===== config.mk =====
export PLATFORM = sky130hd
export DESIGN_NAME = fetch_queue
export DESIGN_NICKNAME = d
export VERILOG_FILES = /design/src/rtl/fetch_queue_pkg.sv /design/src/rtl/fq_ptr.sv /design/src/rtl/fetch_queue.sv
export SDC_FILE = /design/constraint.sdc
export NUM_CORES = 1
export LEC_CHECK = 0
export BUFFER_PORTS_ARGS = -buffer_cell sky130_fd_sc_hd__buf_4
export CAP_MARGIN = 25
export CORE_AREA = 2 2 314 223
export DETAILED_ROUTE_END_ITERATION = 10
export DIE_AREA = 0 0 316 225
export MAX_ROUTING_LAYER = met4
export PLACE_DENSITY_LB_ADDON = 0.08
export SLEW_MARGIN = 20
export SYNTH_ARGS = -nofsm -noshare
export SYNTH_HDL_FRONTEND = slang
export SYNTH_SLANG_ARGS = --single-unit

===== constraint.sdc =====
create_clock -name clock -period 11.19 [get_ports clock]
set_clock_uncertainty 0.15 [all_clocks]
set_input_delay 1.119 -clock clock [delete_from_list [all_inputs] [get_ports clock]]
set_output_delay 1.119 -clock clock [all_outputs]
set_load 0.05 [all_outputs]

===== src/rtl/fetch_queue_pkg.sv =====
// Shared constants, entry layout and pointer-width helper for the fetch queue.
package fetch_queue_pkg;

  localparam int DEPTH_DEF = 8;
  localparam int XLEN_DEF  = 64;
  localparam int ILEN_DEF  = 32;

  typedef struct packed {
    logic [XLEN_DEF-1:0] pc;
    logic [ILEN_DEF-1:0] inst;
  } fq_entry_t;

  // Index bits plus one wrap bit so full and empty are distinguishable.
  function automatic int PTR_W(input int depth);
    return $clog2(depth) + 1;
  endfunction

endpackage


===== src/rtl/fq_ptr.sv =====
// Wrap-bit pointer register: clear wins over increment, synchronous active-low reset.
module fq_ptr #(
  parameter int W = 4
) (
  input  logic         clock,
  input  logic         reset,
  input  logic         inc,
  input  logic         clear,
  output logic [W-1:0] ptr
);

  always_ff @(posedge clock) begin
    if (!reset) begin
      ptr <= '0;
    end else if (clear) begin
      ptr <= '0;
    end else if (inc) begin
      ptr <= ptr + W'(1);
    end
  end

endmodule


===== src/rtl/fetch_queue.sv =====
// Decoupling queue pairing fetched PCs with in-order ICU responses for decode.
// Optional perf counters are enabled with the FETCH_QUEUE_PERF_EN macro.
module fetch_queue
  import fetch_queue_pkg::*;
#(
  parameter int DEPTH = DEPTH_DEF,
  parameter int XLEN  = XLEN_DEF,
  parameter int ILEN  = ILEN_DEF
) (
  input  logic                      clock,
  input  logic                      reset,
  input  logic                      in_valid,
  output logic                      in_ready,
  input  logic [XLEN-1:0]           in_pc,
  input  logic                      io_resp_vld,
  input  logic [ILEN-1:0]           io_resp_inst,
  input  logic                      io_flush_vld,
  output logic                      out_valid,
  input  logic                      out_ready,
  output logic [XLEN-1:0]           out_pc,
  output logic [ILEN-1:0]           out_inst,
  output logic [PTR_W(DEPTH)-1:0]   io_occ
`ifdef FETCH_QUEUE_PERF_EN
  ,
  output logic [31:0]               io_perf_full_cyc,
  output logic [31:0]               io_perf_flush_cnt
`endif
);

  localparam int PW = PTR_W(DEPTH);
  localparam int AW = PW - 1;
  localparam logic [PW-1:0] DEPTH_P = PW'(DEPTH);

  // Handshakes: a transfer happens on a cycle where valid and ready are both
  // high at the rising edge; valid never depends on ready, and flush forces
  // both in_ready and out_valid low for its cycle.

  fq_entry_t mem [DEPTH];

  logic [PW-1:0] wptr, fptr, rptr;
  logic [PW-1:0] sq_cnt;
  logic [PW-1:0] unfilled;
  logic [PW:0]   pend, pend_m1;
  logic          full, push, fill, squash, pop;

  assign unfilled = wptr - fptr;
  assign io_occ   = wptr - rptr;
  assign full     = (io_occ == DEPTH_P);
  assign pend     = {1'b0, sq_cnt} + {1'b0, unfilled};
  assign pend_m1  = pend - (PW+1)'(1);

  // Outstanding ICU requests (live + squashed) never exceed DEPTH.
  assign in_ready  = !full && (pend < {1'b0, DEPTH_P}) && !io_flush_vld;
  assign out_valid = (fptr != rptr) && !io_flush_vld;
  assign out_pc    = mem[rptr[AW-1:0]].pc;
  assign out_inst  = mem[rptr[AW-1:0]].inst;

  assign push   = in_valid && in_ready;
  assign pop    = out_valid && out_ready;
  assign squash = io_resp_vld && (sq_cnt != '0);
  assign fill   = io_resp_vld && (sq_cnt == '0) && (unfilled != '0);

  fq_ptr #(.W(PW)) u_wptr (.clock(clock), .reset(reset), .inc(push), .clear(io_flush_vld), .ptr(wptr));
  fq_ptr #(.W(PW)) u_fptr (.clock(clock), .reset(reset), .inc(fill), .clear(io_flush_vld), .ptr(fptr));
  fq_ptr #(.W(PW)) u_rptr (.clock(clock), .reset(reset), .inc(pop),  .clear(io_flush_vld), .ptr(rptr));

  always_ff @(posedge clock) begin
    if (push) mem[wptr[AW-1:0]].pc   <= in_pc;
    if (fill) mem[fptr[AW-1:0]].inst <= io_resp_inst;
  end

  // On flush every still-unfilled entry becomes a response to discard; a
  // same-cycle response retires one of them whichever pool it came from.
  always_ff @(posedge clock) begin
    if (!reset) begin
      sq_cnt <= '0;
    end else if (io_flush_vld) begin
      sq_cnt <= (io_resp_vld && pend != '0) ? pend_m1[PW-1:0] : pend[PW-1:0];
    end else if (squash) begin
      sq_cnt <= sq_cnt - PW'(1);
    end
  end

  resp_has_target: assert property (@(posedge clock) disable iff (!reset)
    !(io_resp_vld && sq_cnt == '0 && unfilled == '0));

`ifdef FETCH_QUEUE_PERF_EN
  always_ff @(posedge clock) begin
    if (!reset) begin
      io_perf_full_cyc  <= '0;
      io_perf_flush_cnt <= '0;
    end else begin
      if (in_valid && !in_ready && !io_flush_vld && io_perf_full_cyc != '1)
        io_perf_full_cyc <= io_perf_full_cyc + 32'd1;
      if (io_flush_vld && io_perf_flush_cnt != '1)
        io_perf_flush_cnt <= io_perf_flush_cnt + 32'd1;
    end
  end
`endif

endmodule


Word level (Yosys, flattened, before mapping)
Memory sizes are Yosys's and may differ from the RTL's. A register that Yosys moved wholly into a read port is not among the register bits. Cells that the tools add are included.

Register bits: 16. Bits in writable memories: 768. Output and inout port bits: 102. Logic and storage cells: 43. Memories: 1.

$add $sub $neg: 8. Magnitude comparators: 1. Equal/unequal tests: 2. Muxes and demuxes: 9. Bitwise logic cells: 1. Reductions and logical operators: 17.

Memory list: mem (depth 8, bits a word 96, rd ports 1, clocked after Yosys merged registers in 1, wr ports 2, RTL line fetch_queue.sv:38) `fq_entry_t mem [DEPTH];`.

Operators with widths (count): $add 4x1->4 const B (3); $mux 4 (3); $logic_and 1x1->1 (9); $reduce_bool 4->1 (2); $sub 4x1->4 const B (2); $sub 4x4->4 (2); $mux 3 (2); $add 4x4->5 (1); $lt 5x4->1 const B (1); $reduce_bool 5->1 (1); $eq 4x4->1 const B (1); $logic_not 4->1 (1); $mux 1 (4); $ne 4x4->1 (1); $logic_not 1->1 (2); $reduce_bool 2->1 (1); $reduce_or 2->1 (1); $not 1->1 (1).

Depth between registers and ports, before layout
Gate-level depths: netlist (run 1).

Depth after elaboration: 8. Mapped depth: 12. Gate-level depth less buffers: 11.

Cells and area by module
From an unflattened synthesis (run 1), not the netlist that was laid out.

Cell total of the unflattened synthesis: 1499. Area, all modules: 30304.1 um^2.

Modules (own cells, without submodules): fetch_queue (times used 1, cells each 1448, area each 29759.8 um^2); fq_ptr (times used 3, cells each 17, area each 181.4 um^2).

Worst setup path before layout (run 1)
OpenSTA, ideal clock, no wires.

Path type: flip-flop to flip-flop. From: register u_fptr.ptr[2]. To: memory mem[0][32] (netlist bit), enable pin. Library setup time: 0.522 ns. Data arrival time: 6.034 ns. Setup slack: 4.484 ns. Cell stages (with the launch flop): 13. Path buffers: 1. Clock period less this slack: 6.706 ns. Path through: dfxtp_1 -> buf_2 -> inv_1 -> ha_1 -> a21oi_1 -> nand3_1 -> and2_1 -> ha_1 -> or3_4 -> nor4b_4 -> o32a_4 -> nand2_4 -> nor4_2.

RTL lines: from (decl) (RTL line fq_ptr.sv:9) `output logic [W-1:0] ptr`; from (signal assigned) (RTL line fq_ptr.sv:18) `ptr <= ptr + W'(1);`; to (decl) (RTL line fetch_queue.sv:38).

==> summary by stage, run 1 <==
Yosys
The most used flip-flop cell after synthesis is sky130_fd_sc_hd__edfxtp_1. The number of flip-flops and latches in the synthesized netlist is 787. After technology mapping, the gate count stands at 1,312. The netlist area before placement is 30,400 um^2. The count of flip-flops with a built-in enable after synthesis is 768. After synthesis, the largest area contributor takes up 75.9% of total cell area. The post-synthesis cell type count is 52. Sorting the synthesized cells by area gives the leading types as sky130_fd_sc_hd__edfxtp_1 (76%), sky130_fd_sc_hd__mux4_2 (14%), sky130_fd_sc_hd__mux2_2 (3.6%), sky130_fd_sc_hd__dfxtp_1 (1.3%), sky130_fd_sc_hd__ha_1 (0.66%). The number of warnings issued by yosys is 0. The synthesized area divided by synthesized cell count is 23.2 um^2.

The fraction of synthesis flops using an asynchronous set or reset pin is 0%. sky130_fd_sc_hd__edfxtp_1 takes more of the synthesized area than any other cell. The number of nets produced by synthesis is 1,433.

The part of the Yosys area used for sequential elements is 77.2%.

Global route
Across every metal layer, demand over resource in global routing totals 18.9%. Summed over all layers, the global routing overflow is 0. The maximum number of pins on one net before global-route repair is 99.

The via count of the first global-routing pass is 14,487. The first global-routing pass estimated 95,000 um of wire. The number of antenna violations at the first check in global routing is 2.

Drt
Dividing the detail-routed wire length by the instance count gives 25.4 um. For this block, the routed nets add up to 63,900 um of wire. The detail route stage leaves a number of antenna-violating nets equal to 0. The number of optimization iterations in the first detailed-route pass is 5. After the first detailed-routing iteration, the DRC count stood at 1,291.

The count of unresolved DRC violations after routing is 0. The vias per cell is 5.46. The final route contains 13,750 vias.

Clock network
TritonCTS built the clock tree. The total clock buffers created by CTS is 77. The clock-pin slew on the worst setup and hold paths is 0.06 ns. After clock tree synthesis, the setup repair step added 0 buffers. The quantity of hold-fixing buffers added after cts is 0. The clock insertion delay at the later pin of the skew report is 0.61 ns.

Counting every sink on the clock net gives 787. The number of H-tree branching levels is 3. The maximum number of buffers from clock root to sink is 3. The number of gates resized after cts is 0. The tree is rooted in a sky130_fd_sc_hd__clkbuf_16.

Timing
The tightest hold path in the finished design has a slack of 0.381 ns. The worst path in the final design needs a cycle of 5.35 ns, including I/O delays and setup. The slew at the pin with the worst max-slew slack is 1.03 ns.

Setup violations remaining at the end of the flow were counted as 0. Setup repair after global routing left no endpoint under its margin. Derived from the worst setup path, the maximum achievable clock frequency is 187 MHz. The summed negative setup slack over all endpoints is 0 ns. After layout, the worst path uses 47.8% of the clock period.

Measured against its own limit, the worst slew margin works out to 31.4%. The number of max-slew violations in the final report is 0. The final count of hold timing violations is 0.

Floorplan
The number of rows in the core area is 80. The die covers 71,100 um^2. In this run the vertical extent of the chip is 225 um. The width of the die is 316 um. The total core area is 67,800 um^2. The number of primary I/O pins is 204. The initial utilization of the core area, before any placement, comes to 44.8%.

Power
VDD sags by at most 0.105 mV. The cell area power density is 172 nW/um^2. The leakage power figure is 11.1 nW.

Setup path
The reg-to-reg critical path endpoint is mem[3][64]. Measured in cells, the most critical reg-to-reg path has a length of 12. The critical setup path kind is flip-flop to output pin.

At the worst endpoint, the required time is 9.92 ns. In this run the register-to-register setup slack is 6.06 ns. The launching element type of the critical path is a flip-flop. Data on the critical path arrives at its endpoint at 4.08 ns. In this run the worst setup path terminates at out_pc[0]. The largest fanout of any net on the critical path is 98. The startpoint identified for the worst register-to-register timing path is u_fptr.ptr[2]. The capturing element type of the critical path is an output pin.

Worst hold path
The path class of the tightest hold or removal check is flip-flop to flip-flop.

Cells and area
Leaving out fill and tap cells, the most frequent cell in the layout is sky130_fd_sc_hd__edfxtp_1. Relative to the synthesized area, the layout overhead comes to 16.8%. Cells with a size suffix above 1 make up 40.1% of the layout.

The net count of the finished layout is 1,686. The top cell types in the final layout, fill and taps aside, are sky130_fd_sc_hd__edfxtp_1 (768), sky130_fd_sc_hd__buf_4 (231), sky130_fd_sc_hd__mux4_2 (192), sky130_fd_sc_hd__mux2_2 (96), sky130_fd_sc_hd__clkbuf_16 (80). The count of filler cells inserted in the layout is 5,273.

Placement
At the end of routability-driven placement, the weighted congestion stood at 0.761. The HPWL after detailed placement is 35,200 um. Buffers placed on the I/O ports in this run total 203.

Status
The run finished with clean final reports.

Flow run
The tool flagged a number of max-cap violations equal to 0.
[synth_stat cells (all sizes together) (2+ instances only)]
library cell / n
nor2: 16
mux2: 96
or3: 4
o21ai: 7
xor2: 8
clkinv: 2
mux2i: 5
edfxtp: 768
ha: 16
nor2b: 2
a211oi: 2
inv: 15
a21o: 2
buf: 32
nor4: 8
mux4: 192
and2: 2
fa: 3
a21oi: 17
xnor2: 7
clkbuf: 28
nand2: 20
nand3: 7
nand3b: 6
and3: 2
dfxtp: 19
nor3: 7
nand2b: 5
[final cells by class]
cell class | instances | area (um^2) | area share, %
antenna | 2 | 5.00 | 0.0141
clock buffer | 105 | 2120 | 5.97
clock inverter | 23 | 198 | 0.557
inverter | 17 | 63.8 | 0.180
multi-input combinational | 448 | 6700 | 18.9
sequential | 787 | 23500 | 66.1
tap | 902 | 1130 | 3.18
timing repair buffer | 234 | 1800 | 5.08
[stage by stage]
step	area (um^2)	setup WS, ns	cells	power, mW	utilization, %
5_1_grt	35500	5.55	2518	6.32	52.3
2_1_floorplan	30400	4.48	1312	3.59	-
4_1_cts	35400	5.75	2515	6.18	52.3
6_report	35500	5.84	2518	6.11	52.3
3_3_place_gp	33100	6.20	2386	3.75	48.8
3_5_place_dp	33100	6.07	2387	3.75	48.9
[flip-flops by register name, summed over array words and instances, names as in the netlist, named ones only]
register and flops:
mem 768, u_rptr.ptr 4, u_wptr.ptr 4, sq_cnt 4, u_fptr.ptr 4
[where the power goes]
group          total, mW  switching, mW  internal [mW]  leakage [nW]
clock               2.42           1.05           1.37          1.12
combinational      0.398          0.256          0.142          2.95
sequential          3.29         0.0152           3.28          7.08
total               6.11           1.32           4.79          11.1
[worst min path at each step]
stage,startpoint,to,slack [ns],depth (start not counted)
after floorplan,u_fptr.ptr[3],u_fptr.ptr[3],0.33,2
after global placement,u_fptr.ptr[3],u_fptr.ptr[3],0.35,2
after detailed placement,u_fptr.ptr[3],u_fptr.ptr[3],0.36,2
after CTS,u_fptr.ptr[3],u_fptr.ptr[3],0.38,2
after global routing,u_fptr.ptr[3],u_fptr.ptr[3],0.41,2
final,u_fptr.ptr[3],u_fptr.ptr[3],0.38,2
[kinds of logic after synthesis]
group | count (synthesis) | share of synthesized area [%]
compound gates | 36 | 0.770
xor+xnor | 15 | 0.433
fa+ha+maj | 19 | 0.857
buf+inv | 77 | 1.12
flops | 787 | 77.2
mux | 293 | 18.0
simple gates | 85 | 1.68
[critical path, stage by stage, from the launching register on]
cell and delay, ns:
sky130_fd_sc_hd__dfxtp_4 0.63, sky130_fd_sc_hd__buf_4 0.77, sky130_fd_sc_hd__buf_12 0.55, sky130_fd_sc_hd__mux4_2 0.62, sky130_fd_sc_hd__mux2_2 0.32, sky130_fd_sc_hd__buf_4 0.20
[layer usage]
layer | track usage (%) | vias up | wire (um)
li1 | - | 6043 | -
met1 | 27.9 | 7320 | 30300
met2 | 27.5 | 305 | 29300
met3 | 3.63 | 82 | 3200
met4 | 4.19 | 0 | 1010
met5 | - | - | 0
(Power assumes the default switching activity.)
==> run 2, diff against run 1 <==
Settings changed: ABC_AREA from default to 1, CORE_AREA 2 2 314 223 to 2 2 318 226, DIE_AREA 0 0 316 225 to 0 0 320 228.
Clock period 11.19 ns to 5.5 ns, I/O delays scaled along.
==> run 2 against run 1 <==
Against the previous run: first-iteration DRC count rose by 33%; utilization is 0.45 points lower; power up 110%; sequential share of layout area fell by 1.9 points; routed wire length rose by 19%; critical path depth increased by 9; combinational power grew 120%; via count increased by 41%; die area increased by 2.6%; setup slack worse by 4.6 ns; final cell count increased by 43%.
==> summary by stage, run 2 <==
Status
The run finished with clean final reports.

Power
The total net switching power is 2.84 mW (+120%). The power after layout is 12.7 mW (+110%). The part of the total power dissipated in sequential elements is 52.8% (-1.1 points). The portion of total power attributed to combinational logic is 7.0% (+0.5 points). The clock network fraction of total power is 40.2% (+0.6 points). The internal portion of total power is 9.81 mW (+110%). The cell area power density is 347 nW/um^2 (+100%).

The leakage power figure was 12.5 nW (+12%). The net switching share of the total power was 22.4% (+0.83 points). The peak ir drop on the vdd network is 0.231 mV (+120%).

Yosys
The most frequent cell after synthesis is sky130_fd_sc_hd__edfxtp_1. In the post-synthesis netlist, the biggest area contributors are sky130_fd_sc_hd__edfxtp_1 (74%), sky130_fd_sc_hd__nor2_1 (8.3%), sky130_fd_sc_hd__o21ai_0 (4.1%), sky130_fd_sc_hd__o21ai_1 (2.3%), sky130_fd_sc_hd__a31oi_1 (2.0%). The synthesized area divided by synthesized cell count is 12.9 um^2 (-44%). The fraction of synthesis flops using an asynchronous set or reset pin is 0% (unchanged).

The post-synthesis cell type count is 33 (-37%). The number of warnings issued by yosys is 0 (unchanged). The netlist area before placement came to 31,100 um^2 (+2.5%).

The number of flip-flops and latches in the synthesized netlist is 787 (unchanged). The commonest cells after synthesis are sky130_fd_sc_hd__edfxtp_1 (768), sky130_fd_sc_hd__nor2_1 (691), sky130_fd_sc_hd__o21ai_0 (252), sky130_fd_sc_hd__o21ai_1 (144), sky130_fd_sc_hd__a31oi_1 (98). The largest total area in the synthesized netlist belongs to sky130_fd_sc_hd__edfxtp_1.

The proportion of netlist area held by the largest area contributor came to 74.1% (-1.9 points). The part of the Yosys area used for sequential elements came to 75.3% (-1.9 points). The synthesized netlist cell count is 2,405 (+83%). The number of nets produced by synthesis was 2,526 (+76%). Among all flip-flop cells after synthesis, the most frequent one is sky130_fd_sc_hd__edfxtp_1. The count of flip-flops with a built-in enable after synthesis is 768 (unchanged).

Setup path
The critical setup path kind is flip-flop to flip-flop. The worst path arrival time is 4.38 ns (+0.30 ns). The critical path data required time is 5.58 ns (-4.34 ns). The reg2reg setup slack was 1.20 ns (-4.86 ns).

The reg-to-reg critical path endpoint is mem[0][77]. The startpoint identified for the worst register-to-register timing path is u_wptr.ptr[0]. The end point of the critical path is mem[0][77].

The start point of the critical path is u_wptr.ptr[0]. The largest fanout of any net on the critical path is 47 (-52%). The launching element type of the critical path is a flip-flop. The cell count of the worst reg-to-reg path is 14 (+2).

STA classifies the critical path endpoint as a flip-flop.

Flow run
The max-capacitance violation count is 0 (unchanged).

Cells and area
The count of filler cells inserted in the layout was 5,996 (+14%). The number of nets in the layout was 2,749 (+63%). Leaving out fill and tap cells, the most frequent cells in the layout are sky130_fd_sc_hd__edfxtp_1 (768), sky130_fd_sc_hd__nor2_1 (683), sky130_fd_sc_hd__o21ai_0 (252), sky130_fd_sc_hd__buf_4 (232), sky130_fd_sc_hd__o21ai_1 (144). The area occupied by multi-input gates is 6850 um^2 (+2.2%). The number of flip-flops under the largest register name came to 768 (unchanged).

The library cell used most frequently in the layout, excluding fill and tap cells, is sky130_fd_sc_hd__edfxtp_1. The sequential cell area in the final layout is 23,500 um^2 (about the same). The fraction of layout cells with a size suffix above 1 is 14.1% (-26 points). The area growth from synthesis to layout is 17.3%.

Timing
After layout, the worst path uses 78.1% of the clock period. Setup repair after global routing left no endpoint under its margin. The relative slew slack was 33.6% (+2.2 points). The number of max-slew violations in the final report was 0 (unchanged). The summed negative setup slack over all endpoints is 0 ns (unchanged). The final count of hold timing violations is 0 (unchanged). The worst path in the final design needs a cycle of 4.30 ns, including I/O delays and setup.

For this run, the top clock speed supported by timing is 233 MHz. The slew at the pin with the worst max-slew slack came to 0.993 ns (-0.0356 ns). The final setup violation count is 0 (unchanged).

Floorplan
The total die area is 73,000 um^2 (+2.6%). The floorplan die height is 228 um (+1.3%). The width of the die was 320 um (+1.3%). The total core area was 70,400 um^2 (+3.9%).

The number of rows in the core area came to 82 (+2.5%). The number of primary I/O pins is 204 (unchanged). The starting density of the core is 44.2% (-0.59 points).

Drt
The number of violations reported at the end of detailed-routing iteration 0 is 1,713 (+33%). The count of unresolved DRC violations after routing came to 0 (unchanged). The count of vias placed by the detailed router is 19,399 (+41%). The total detailed-routing wirelength is 76,100 um (+19%). The final antenna-violating net count is 0 (unchanged).

The number of optimization iterations in the first detailed-route pass is 6 (+1). The vias per cell is 5.37 (-1.6%). The routed wire length per instance is 21.1 um (-17%).

Global route
The global routing usage summed across all routing layers is 21.4% (+2.5 points). The maximum number of pins on one net before global-route repair is 169 (+71%). The wire length of the first global-routing pass is 117,000 um (+23%). The global-route congestion overflow total was 0 (unchanged). The number of antenna violations at the first check in global routing came to 3 (+1). The via count of the first global-routing pass is 18,953 (+31%).

Placement
The count of port buffers added during placement was 203 (unchanged). The HPWL after detailed placement is 40,600 um (+16%). The routability congestion estimate came to 0.819 (+7.6%).

Clock network
The number of setup buffers added after CTS is 0 (unchanged). The clock-pin slew on the worst setup and hold paths is 0.06 ns (about the same). The total clock buffers created by CTS is 77 (unchanged). The cell sitting at the root of the clock tree is a sky130_fd_sc_hd__clkbuf_16. The maximum number of buffers from clock root to sink is 3 (unchanged). TritonCTS built the clock tree. The CTS sink count was 787 (unchanged).

The number of H-tree branching levels is 3 (unchanged). The clock insertion delay at the later pin of the skew report is 0.61 ns (about the same).

Worst hold path
The path category of the worst min-delay check is input pin to flip-flop.
## run 2: cell count changes in the layout (fill, tap and decap cells not counted), sizes merged, moves of 24 or more
cell | previous run | this run
o21ai | 7 | 396
inv | 18 | 42
nand2 | 20 | 48
nor2 | 16 | 692
o22ai | 0 | 96
mux4 | 192 | 0
dlygate4sd3 | 0 | 51
a31oi | 0 | 98
mux2 | 96 | 0
## run 2: how the worst min path moves through the flow
stage                       start       endpoint  slack [ns]  cells past startpoint
CTS                     in_pc[13]     mem[6][45]      0.0003                      1
global placement    u_fptr.ptr[2]  u_fptr.ptr[2]        0.39                      2
detailed placement  u_wptr.ptr[3]  u_wptr.ptr[3]        0.39                      2
global route            in_pc[53]     mem[7][85]       0.005                      1
finish                  in_pc[45]     mem[3][77]        0.03                      1
floorplan           u_wptr.ptr[3]  u_wptr.ptr[3]        0.35                      2
## run 2: cell families (layout without fill, tap and decap cells)
group                    count (synthesis)  count (layout)  synth area share, %
flip-flops                             787             787                 75.3
AND/OR/NAND/NOR                        784             784                 9.79
AO/OA/AOI/OAI                          612             612                 10.6
buffers and inverters                  189             470                 3.04
adder cells (fa/ha/maj)                 19              19                0.836
XOR/XNOR                                14              14                0.394
other                                    0               2                    0
## run 2: layout make-up
type / count / area share, %
diodes: 2 / 0.0137
clock buffers: 89 / 5.57
clock inverters: 48 / 1.00
inverters: 38 / 0.439
multi-input cells: 1429 / 18.7
flip-flops and latches: 787 / 64.2
well taps: 924 / 3.17
repair buffers: 295 / 6.85
## run 2: what timing repair did
| action | CTS | global route |
|---|---|---|
| endpoints found under the hold margin | 347 | 0 |
| hold buffers | 51 | 0 |
| setup endpoints to repair | 0 | 0 |
| resized for setup | 0 | 0 |
## run 2: critical path, stage by stage, from the launching register on
cell                      delay, ns
sky130_fd_sc_hd__dfxtp_1       0.42
sky130_fd_sc_hd__inv_1         0.28
sky130_fd_sc_hd__ha_1          0.20
sky130_fd_sc_hd__inv_1         0.06
sky130_fd_sc_hd__fa_1          0.37
sky130_fd_sc_hd__xor2_1        0.24
sky130_fd_sc_hd__ha_1          0.32
sky130_fd_sc_hd__a21oi_1       0.19
sky130_fd_sc_hd__nand3_1       0.16
sky130_fd_sc_hd__nand2_2       0.10
sky130_fd_sc_hd__nand2_2       0.07
sky130_fd_sc_hd__nor2_4        0.15
sky130_fd_sc_hd__nand3_4       0.23
sky130_fd_sc_hd__nor3_2        0.21
sky130_fd_sc_hd__buf_4         0.72
## run 2: metrics by stage
step / hold WS [ns] / area (um^2) / std cells / utilization (%) / worst slack, ns
after detailed placement: 0.387 / 33600 / 3422 / 47.7 / 1.19
after global placement: 0.390 / 33600 / 3421 / 47.7 / 1.32
after floorplan: 0.349 / 31100 / 2405 / - / -1.93
after CTS: 0.000289 / 36500 / 3610 / 51.9 / 1.16
final: 0.0328 / 36500 / 3612 / 51.9 / 1.20
after global routing: 0.00531 / 36500 / 3612 / 51.9 / 0.892
## run 2: power groups by stage
stage / combinational [mW] / sequential [mW] / clock (mW)
floorplan: 0.508 / 6.82 / 0
global placement: 0.848 / 6.81 / 0
detailed placement: 0.859 / 6.82 / 0
CTS: 0.895 / 6.69 / 5.20
global route: 0.962 / 6.69 / 5.44
finish: 0.885 / 6.69 / 5.08
## run 2: per-layer routing
layer | GRT usage (%) | share of wire, %
met1 | 32.2 | 49
met2 | 31.0 | 44
met3 | 3.13 | 5.4
met4 | 4.87 | 1.8
met5 | - | 0
